<file path="src/rtl/udp_port_demux_pkg.sv">
// Shared types for the UDP destination-port demultiplexer.
package udp_port_demux_pkg;

    localparam int MAX_M_COUNT = 16;
    localparam int SEL_W       = $clog2(MAX_M_COUNT);

    typedef logic [15:0] udp_port_t;

    typedef enum logic [1:0] {
        IDLE,
        FORWARD,
        DROP
    } state_e;

    typedef struct packed {
        logic [31:0] src_ip;
        logic [31:0] dst_ip;
        udp_port_t   src_port;
        udp_port_t   dest_port;
        logic [15:0] length;
        logic [15:0] checksum;
    } udp_hdr_t;

endpackage

</file>
<file path="src/rtl/udp_port_demux_match.sv">
// Port lookup: the lowest table index equal to port_i wins.
module udp_port_match
    import udp_port_demux_pkg::*;
#(
    parameter int                        M_COUNT    = 2,
    parameter udp_port_t [0:M_COUNT-1]   PORT_TABLE = {16'd1234, 16'd5678}
) (
    input  udp_port_t        port_i,
    output logic             hit_o,
    output logic [SEL_W-1:0] idx_o
);

    // Walk downwards so the lowest matching entry is written last.
    always_comb begin
        hit_o = 1'b0;
        idx_o = '0;
        for (int i = M_COUNT - 1; i >= 0; i--) begin
            if (port_i == PORT_TABLE[i]) begin
                hit_o = 1'b1;
                idx_o = SEL_W'(i);
            end
        end
    end

endmodule

</file>
<file path="src/rtl/udp_port_demux.sv">
// Routes a UDP header + payload frame to the channel owning its dest port.
module udp_port_demux
    import udp_port_demux_pkg::*;
#(
    parameter int                      M_COUNT        = 2,
    parameter udp_port_t [0:M_COUNT-1] PORT_TABLE     = {16'd1234, 16'd5678},
    parameter bit                      DROP_UNMATCHED = 1'b1,
    parameter int                      DATA_W         = 8,
    parameter int                      KEEP_W         = 1,
    parameter int                      ID_W           = 4,
    parameter int                      DEST_W         = 4,
    parameter int                      USER_W         = 1
) (
    input  logic                            clk,
    input  logic                            reset,
    input  logic                            s_hdr_valid_i,
    output logic                            s_hdr_ready_o,
    input  udp_hdr_t                        s_hdr_i,
    input  logic                            s_tvalid_i,
    output logic                            s_tready_o,
    input  logic [DATA_W-1:0]               s_tdata_i,
    input  logic [KEEP_W-1:0]               s_tkeep_i,
    input  logic                            s_tlast_i,
    input  logic [ID_W-1:0]                 s_tid_i,
    input  logic [DEST_W-1:0]               s_tdest_i,
    input  logic [USER_W-1:0]               s_tuser_i,
    output logic [M_COUNT-1:0]              m_hdr_valid_o,
    input  logic [M_COUNT-1:0]              m_hdr_ready_i,
    output udp_hdr_t [M_COUNT-1:0]          m_hdr_o,
    output logic [M_COUNT-1:0]              m_tvalid_o,
    input  logic [M_COUNT-1:0]              m_tready_i,
    output logic [M_COUNT-1:0][DATA_W-1:0]  m_tdata_o,
    output logic [M_COUNT-1:0][KEEP_W-1:0]  m_tkeep_o,
    output logic [M_COUNT-1:0]              m_tlast_o,
    output logic [M_COUNT-1:0][ID_W-1:0]    m_tid_o,
    output logic [M_COUNT-1:0][DEST_W-1:0]  m_tdest_o,
    output logic [M_COUNT-1:0][USER_W-1:0]  m_tuser_o,
    output logic                            drop_pulse,
    output logic [15:0]                     drop_count
);

    state_e             state_q, state_d;
    logic [SEL_W-1:0]   sel_q, sel_d;
    logic [M_COUNT-1:0] hvld_q, hvld_d;
    udp_hdr_t           hdr_q, hdr_d;
    logic               drop_pulse_q, drop_pulse_d;
    logic [15:0]        drop_count_q, drop_count_d;

    logic             hit;
    logic [SEL_W-1:0] idx;
    logic [SEL_W-1:0] dst;
    logic             route;
    logic             hdr_fire;
    logic             last_fire;
    logic             sel_tready;

    udp_port_match #(
        .M_COUNT    (M_COUNT),
        .PORT_TABLE (PORT_TABLE)
    ) u_match (
        .port_i (s_hdr_i.dest_port),
        .hit_o  (hit),
        .idx_o  (idx)
    );

    assign route = hit || !DROP_UNMATCHED;
    assign dst   = hit ? idx : SEL_W'(M_COUNT - 1);

    always_comb begin
        sel_tready = 1'b0;
        for (int i = 0; i < M_COUNT; i++) begin
            if (sel_q == SEL_W'(i)) sel_tready = m_tready_i[i];
        end
    end

    // A new header waits until the previous one has left its channel.
    always_comb begin
        s_hdr_ready_o = !reset && (state_q == IDLE) && (hvld_q == '0);
        s_tready_o    = 1'b0;
        unique case (state_q)
            FORWARD: s_tready_o = sel_tready;
            DROP:    s_tready_o = 1'b1;
            default: s_tready_o = 1'b0;
        endcase
    end

    assign hdr_fire  = s_hdr_valid_i && s_hdr_ready_o;
    assign last_fire = s_tvalid_i && s_tready_o && s_tlast_i;

    always_comb begin
        state_d      = state_q;
        sel_d        = sel_q;
        hdr_d        = hdr_q;
        hvld_d       = hvld_q & ~m_hdr_ready_i;
        drop_pulse_d = 1'b0;
        drop_count_d = drop_count_q;
        unique case (state_q)
            IDLE: begin
                if (hdr_fire && route) begin
                    state_d = FORWARD;
                    sel_d   = dst;
                    hdr_d   = s_hdr_i;
                    for (int i = 0; i < M_COUNT; i++) begin
                        hvld_d[i] = (dst == SEL_W'(i));
                    end
                end else if (hdr_fire) begin
                    state_d      = DROP;
                    drop_pulse_d = 1'b1;
                    if (drop_count_q != 16'hFFFF) begin
                        drop_count_d = drop_count_q + 16'd1;
                    end
                end
            end
            FORWARD, DROP: begin
                if (last_fire) state_d = IDLE;
            end
            default: state_d = IDLE;
        endcase
    end

    always_ff @(posedge clk or posedge reset) begin
        if (reset) begin
            state_q      <= IDLE;
            sel_q        <= '0;
            hvld_q       <= '0;
            hdr_q        <= '0;
            drop_pulse_q <= 1'b0;
            drop_count_q <= '0;
        end else begin
            state_q      <= state_d;
            sel_q        <= sel_d;
            hvld_q       <= hvld_d;
            hdr_q        <= hdr_d;
            drop_pulse_q <= drop_pulse_d;
            drop_count_q <= drop_count_d;
        end
    end

    // Payload is never buffered: the selected channel sees the sink directly.
    always_comb begin
        for (int i = 0; i < M_COUNT; i++) begin
            m_hdr_o[i]    = hdr_q;
            m_tvalid_o[i] = (state_q == FORWARD) && (sel_q == SEL_W'(i))
                            && s_tvalid_i;
            m_tdata_o[i]  = s_tdata_i;
            m_tkeep_o[i]  = s_tkeep_i;
            m_tlast_o[i]  = s_tlast_i;
            m_tid_o[i]    = s_tid_i;
            m_tdest_o[i]  = s_tdest_i;
            m_tuser_o[i]  = s_tuser_i;
        end
    end

    assign m_hdr_valid_o = hvld_q;
    assign drop_pulse    = drop_pulse_q;
    assign drop_count    = drop_count_q;

endmodule

</file>
<file path="config.mk">
export PLATFORM = sky130hd
export DESIGN_NAME = udp_port_demux
export DESIGN_NICKNAME = d
export VERILOG_FILES = /design/src/rtl/udp_port_demux_pkg.sv /design/src/rtl/udp_port_demux_match.sv /design/src/rtl/udp_port_demux.sv
export SDC_FILE = /design/constraint.sdc
export NUM_CORES = 1
export LEC_CHECK = 0
export ABC_AREA = 1
export CAP_MARGIN = 30
export CORE_AREA = 2 2 182 184
export CTS_CLUSTER_DIAMETER = 120
export DETAILED_ROUTE_END_ITERATION = 10
export DIE_AREA = 0 0 184 186
export SYNTH_ARGS = -nofsm -noshare
export SYNTH_HDL_FRONTEND = slang
export SYNTH_SLANG_ARGS = --single-unit
</file>
<file path="constraint.sdc">
create_clock -name clk -period 10.5 [get_ports clk]
set_input_delay 2.1 -clock clk [delete_from_list [all_inputs] [get_ports clk]]
set_output_delay 2.1 -clock clk [all_outputs]
set_load 0.1 [all_outputs]
</file>
==> summary.txt <==
Layout
  • Area Growth Syn to Fin: 52.9%
  • Ant. Diodes: 0
  • Nets: 1337
  • Layout cells sized above 1: 4.53%
  • Fin util: 36.0%

Timing
  • Clock skew: 0.0102 ns
  • Final setup viols: 0
  • Min Clock Period, post-route: 6.12 ns
  • Max Freq: 163 MHz
  • RSZ-0062 raised after global routing: no
  • Slew @ Worst Pin: 1.03 ns
  • Final hold vios: 0
  • Slew headroom: 31.1%
  • Max-slew violations: 0
  • Tcrit/Tclk final: 58.3%
  • Setup TNS: 0 ns

Route
  • DRT Pass-1 Iters: 4
  • Post-DR vias/cell: 4.03
  • Via count: 6447
  • Wire per inst: 14.7 µm
  • Drc violations: 0
  • Starting DRC count in detailed routing: 334
  • DRT antenna net count: 0
  • Post-Route WL: 23.5 mm

Worst setup path
  • WP data required: 8.40 ns
  • Worst EP arrival: 4.02 ns
  • WS Path Type: in2out
  • Critical path depth: 5
  • RR Startpoint: state_q[0]$_DFFE_PP0P_
  • CP max stage delay: 1.13 ns
  • Most frequent CP cell: clkdlybuf4s50_1
  • Critical Path End Type: primary output
  • Critical-path cell list: clkdlybuf4s50_1 -> nor2_1 -> nand3_1 -> inv_2 -> clkdlybuf4s50_1
  • Critical path peak fanout: 2
  • R2R cell count: 10
  • CP startpoint: reset
  • Setup crit start kind: input pin
  • Worst path buffer plus inverter count: 3
  • Setup slack, reg-to-reg: 7.65 ns
  • Family with the most delay on the worst path: buffers and inverters
  • Critical Path Slowest Stage Cell: clkdlybuf4s50_1

Global route
  • Initial antenna violation count: 0
  • Global-route wire length before repair: 34.9 mm
  • GRT Util Overall: 13.2%
  • Pin count of the biggest net entering global routing: 91
  • Vias in the first global route: 6305
  • Total grt overflow: 0

Clock network
  • CTS Hold Bufs: 0
  • Post-cts sizing count: 0
  • Clock Latency Late Sink: 0.42 ns
  • Sinks on Clock Net: 150
  • Clock Path Buffers: 2
  • Clock root cell: clkbuf_16
  • Postcts setup bufs: 0
  • H-Tree Depth: 4
  • TritonCTS clock tree: built
  • CTS Buf Count: 17
  • Clock-pin transition on the worst setup and hold timing paths: 0.07 ns

Min path
  • Worst hold path stage count: 2
  • Hold crit path type: reg2reg
  • Hold path start: m_hdr_o[46]$_DFFE_PP0P_

Yosys
  • Top cells by count, synth: 447 x nand2_1, 171 x buf_4, 150 x dfrtp_1
  • Top cells by area, synth: dfrtp_1 50%, nand2_1 22%, buf_4 17%
  • Number of enable flip-flop cells after synthesis: 0
  • Async SR Flop Fraction: 100%
  • Sequential element share of the synthesized area: 49.5%
  • Share of the synthesized area in the top cell type: 49.5%
  • Most common flop cell mapped by yosys: dfrtp_1
  • Gate count after technology mapping: 931
  • Synth Register Bits: 150
  • Mapped cell area: 7580 µm²
  • Synth area leader: dfrtp_1
  • Distinct cells, synth: 24
  • Synth Net Count: 1090
  • Yosys Warn Count: 0
  • Synthesized area per cell: 8.14 µm²
  • Count leader, synth: nand2_1

Run status
  • Outcome: complete, no violations

Place
  • Dpl hpwl: 17.4 mm
  • Port Buffers: 417
  • GP Congestion: 0.804

Power
  • Peak supply drop: 101 µV
  • Leakage power: 0.00549 µW
  • PD cells: 127 nW/µm²

Die
  • Die area: 34200 µm²
  • Initial core utilization: 23.5%
  • Rows: 66
  • Die Width: 184 µm
  • Core Region: 32200 µm²
  • Die extent in y: 186 µm
  • Num ports: 472

Flow run
  • Max-cap violations: 0
[through the flow]
stage                     hold WS [ns]  instances  cell area, µm²  total power, µW  worst slack, ns
final                            0.496       1599           11600             1470             4.38
after global routing             0.522       1599           11600             1540             4.35
after CTS                        0.505       1599           11600             1500             4.38
after detailed placement         0.485       1567           11000              839             4.39
after global placement           0.472       1564           10900              838             4.39
after floorplan                  0.467        931            7580              810             4.24
[cells in the final DEF (no fill, tap or decap), drive strengths merged, types with 4 or more instances in the layout]
| master | count |
|---|---|
| clkdlybuf4s50 | 417 |
| nand2 | 449 |
| inv | 46 |
| buf | 7 |
| nand3 | 27 |
| o21ai | 9 |
| clkbuf | 20 |
| dfrtp | 150 |
| nand4 | 17 |
| nor2 | 26 |
| ha | 4 |
[flip-flops by register name (all words and copies together), names as in the netlist]
name and cells:
drop_count 16, state_q 2, sel_q 1, m_hdr_o 128
drop_pulse 1, m_hdr_valid_o 2
[layout make-up]
cell class | instances | area (µm²)
Tap cell | 408 | 510
Sequential cell | 150 | 3750
Fill cell | 3254 | 20600
Clock inverter | 12 | 168
Timing Repair Buffer | 424 | 4290
Inverter | 42 | 163
Clock buffer | 20 | 447
Multi-Input combinational cell | 543 | 2260
[worst paths after layout]
check,to
max,s_hdr_ready_o
min,m_hdr_o[46]$_DFFE_PP0P_
max reg2reg,m_hdr_o[34]$_DFFE_PP0P_
min reg2reg,m_hdr_o[46]$_DFFE_PP0P_
max in group asynchronous,m_hdr_o[59]$_DFFE_PP0P_
min in group asynchronous,m_hdr_valid_o[1]$_DFF_PP0_
[where the power goes]
group | total [µW] | internal, µW | switching [µW]
logic | 222 | 80.5 | 141
clock network | 646 | 385 | 260
registers | 605 | 588 | 17.2
total | 1470 | 1050 | 419
[cells by family after synthesis]
kind of cell	count (synthesis)	synth area share, %
and+or+nand+nor	526	27.9
buffers and inverters	238	20.8
DFF	150	49.5
AOI/OAI and AO/OA	10	0.710
adders and majority gates	4	0.661
xor gates and xnor gates	3	0.347
[tightest hold or removal path: stages, from the launching register on]
cell and delay [ns]:
dfrtp_1 0.36, nand2_1 0.06, inv_1 0.04
[layer usage]
layer,global-route usage [%],up-vias,wire (µm),share of wire (%)
li1,-,3166,-,-
met1,16.0,3001,9720,41
met2,22.8,257,11800,50
met3,3.56,23,1650,7.0
met4,4.16,0,305,1.3
met5,0,-,0,0
Note: power is estimated with default switching activity, not from simulation.
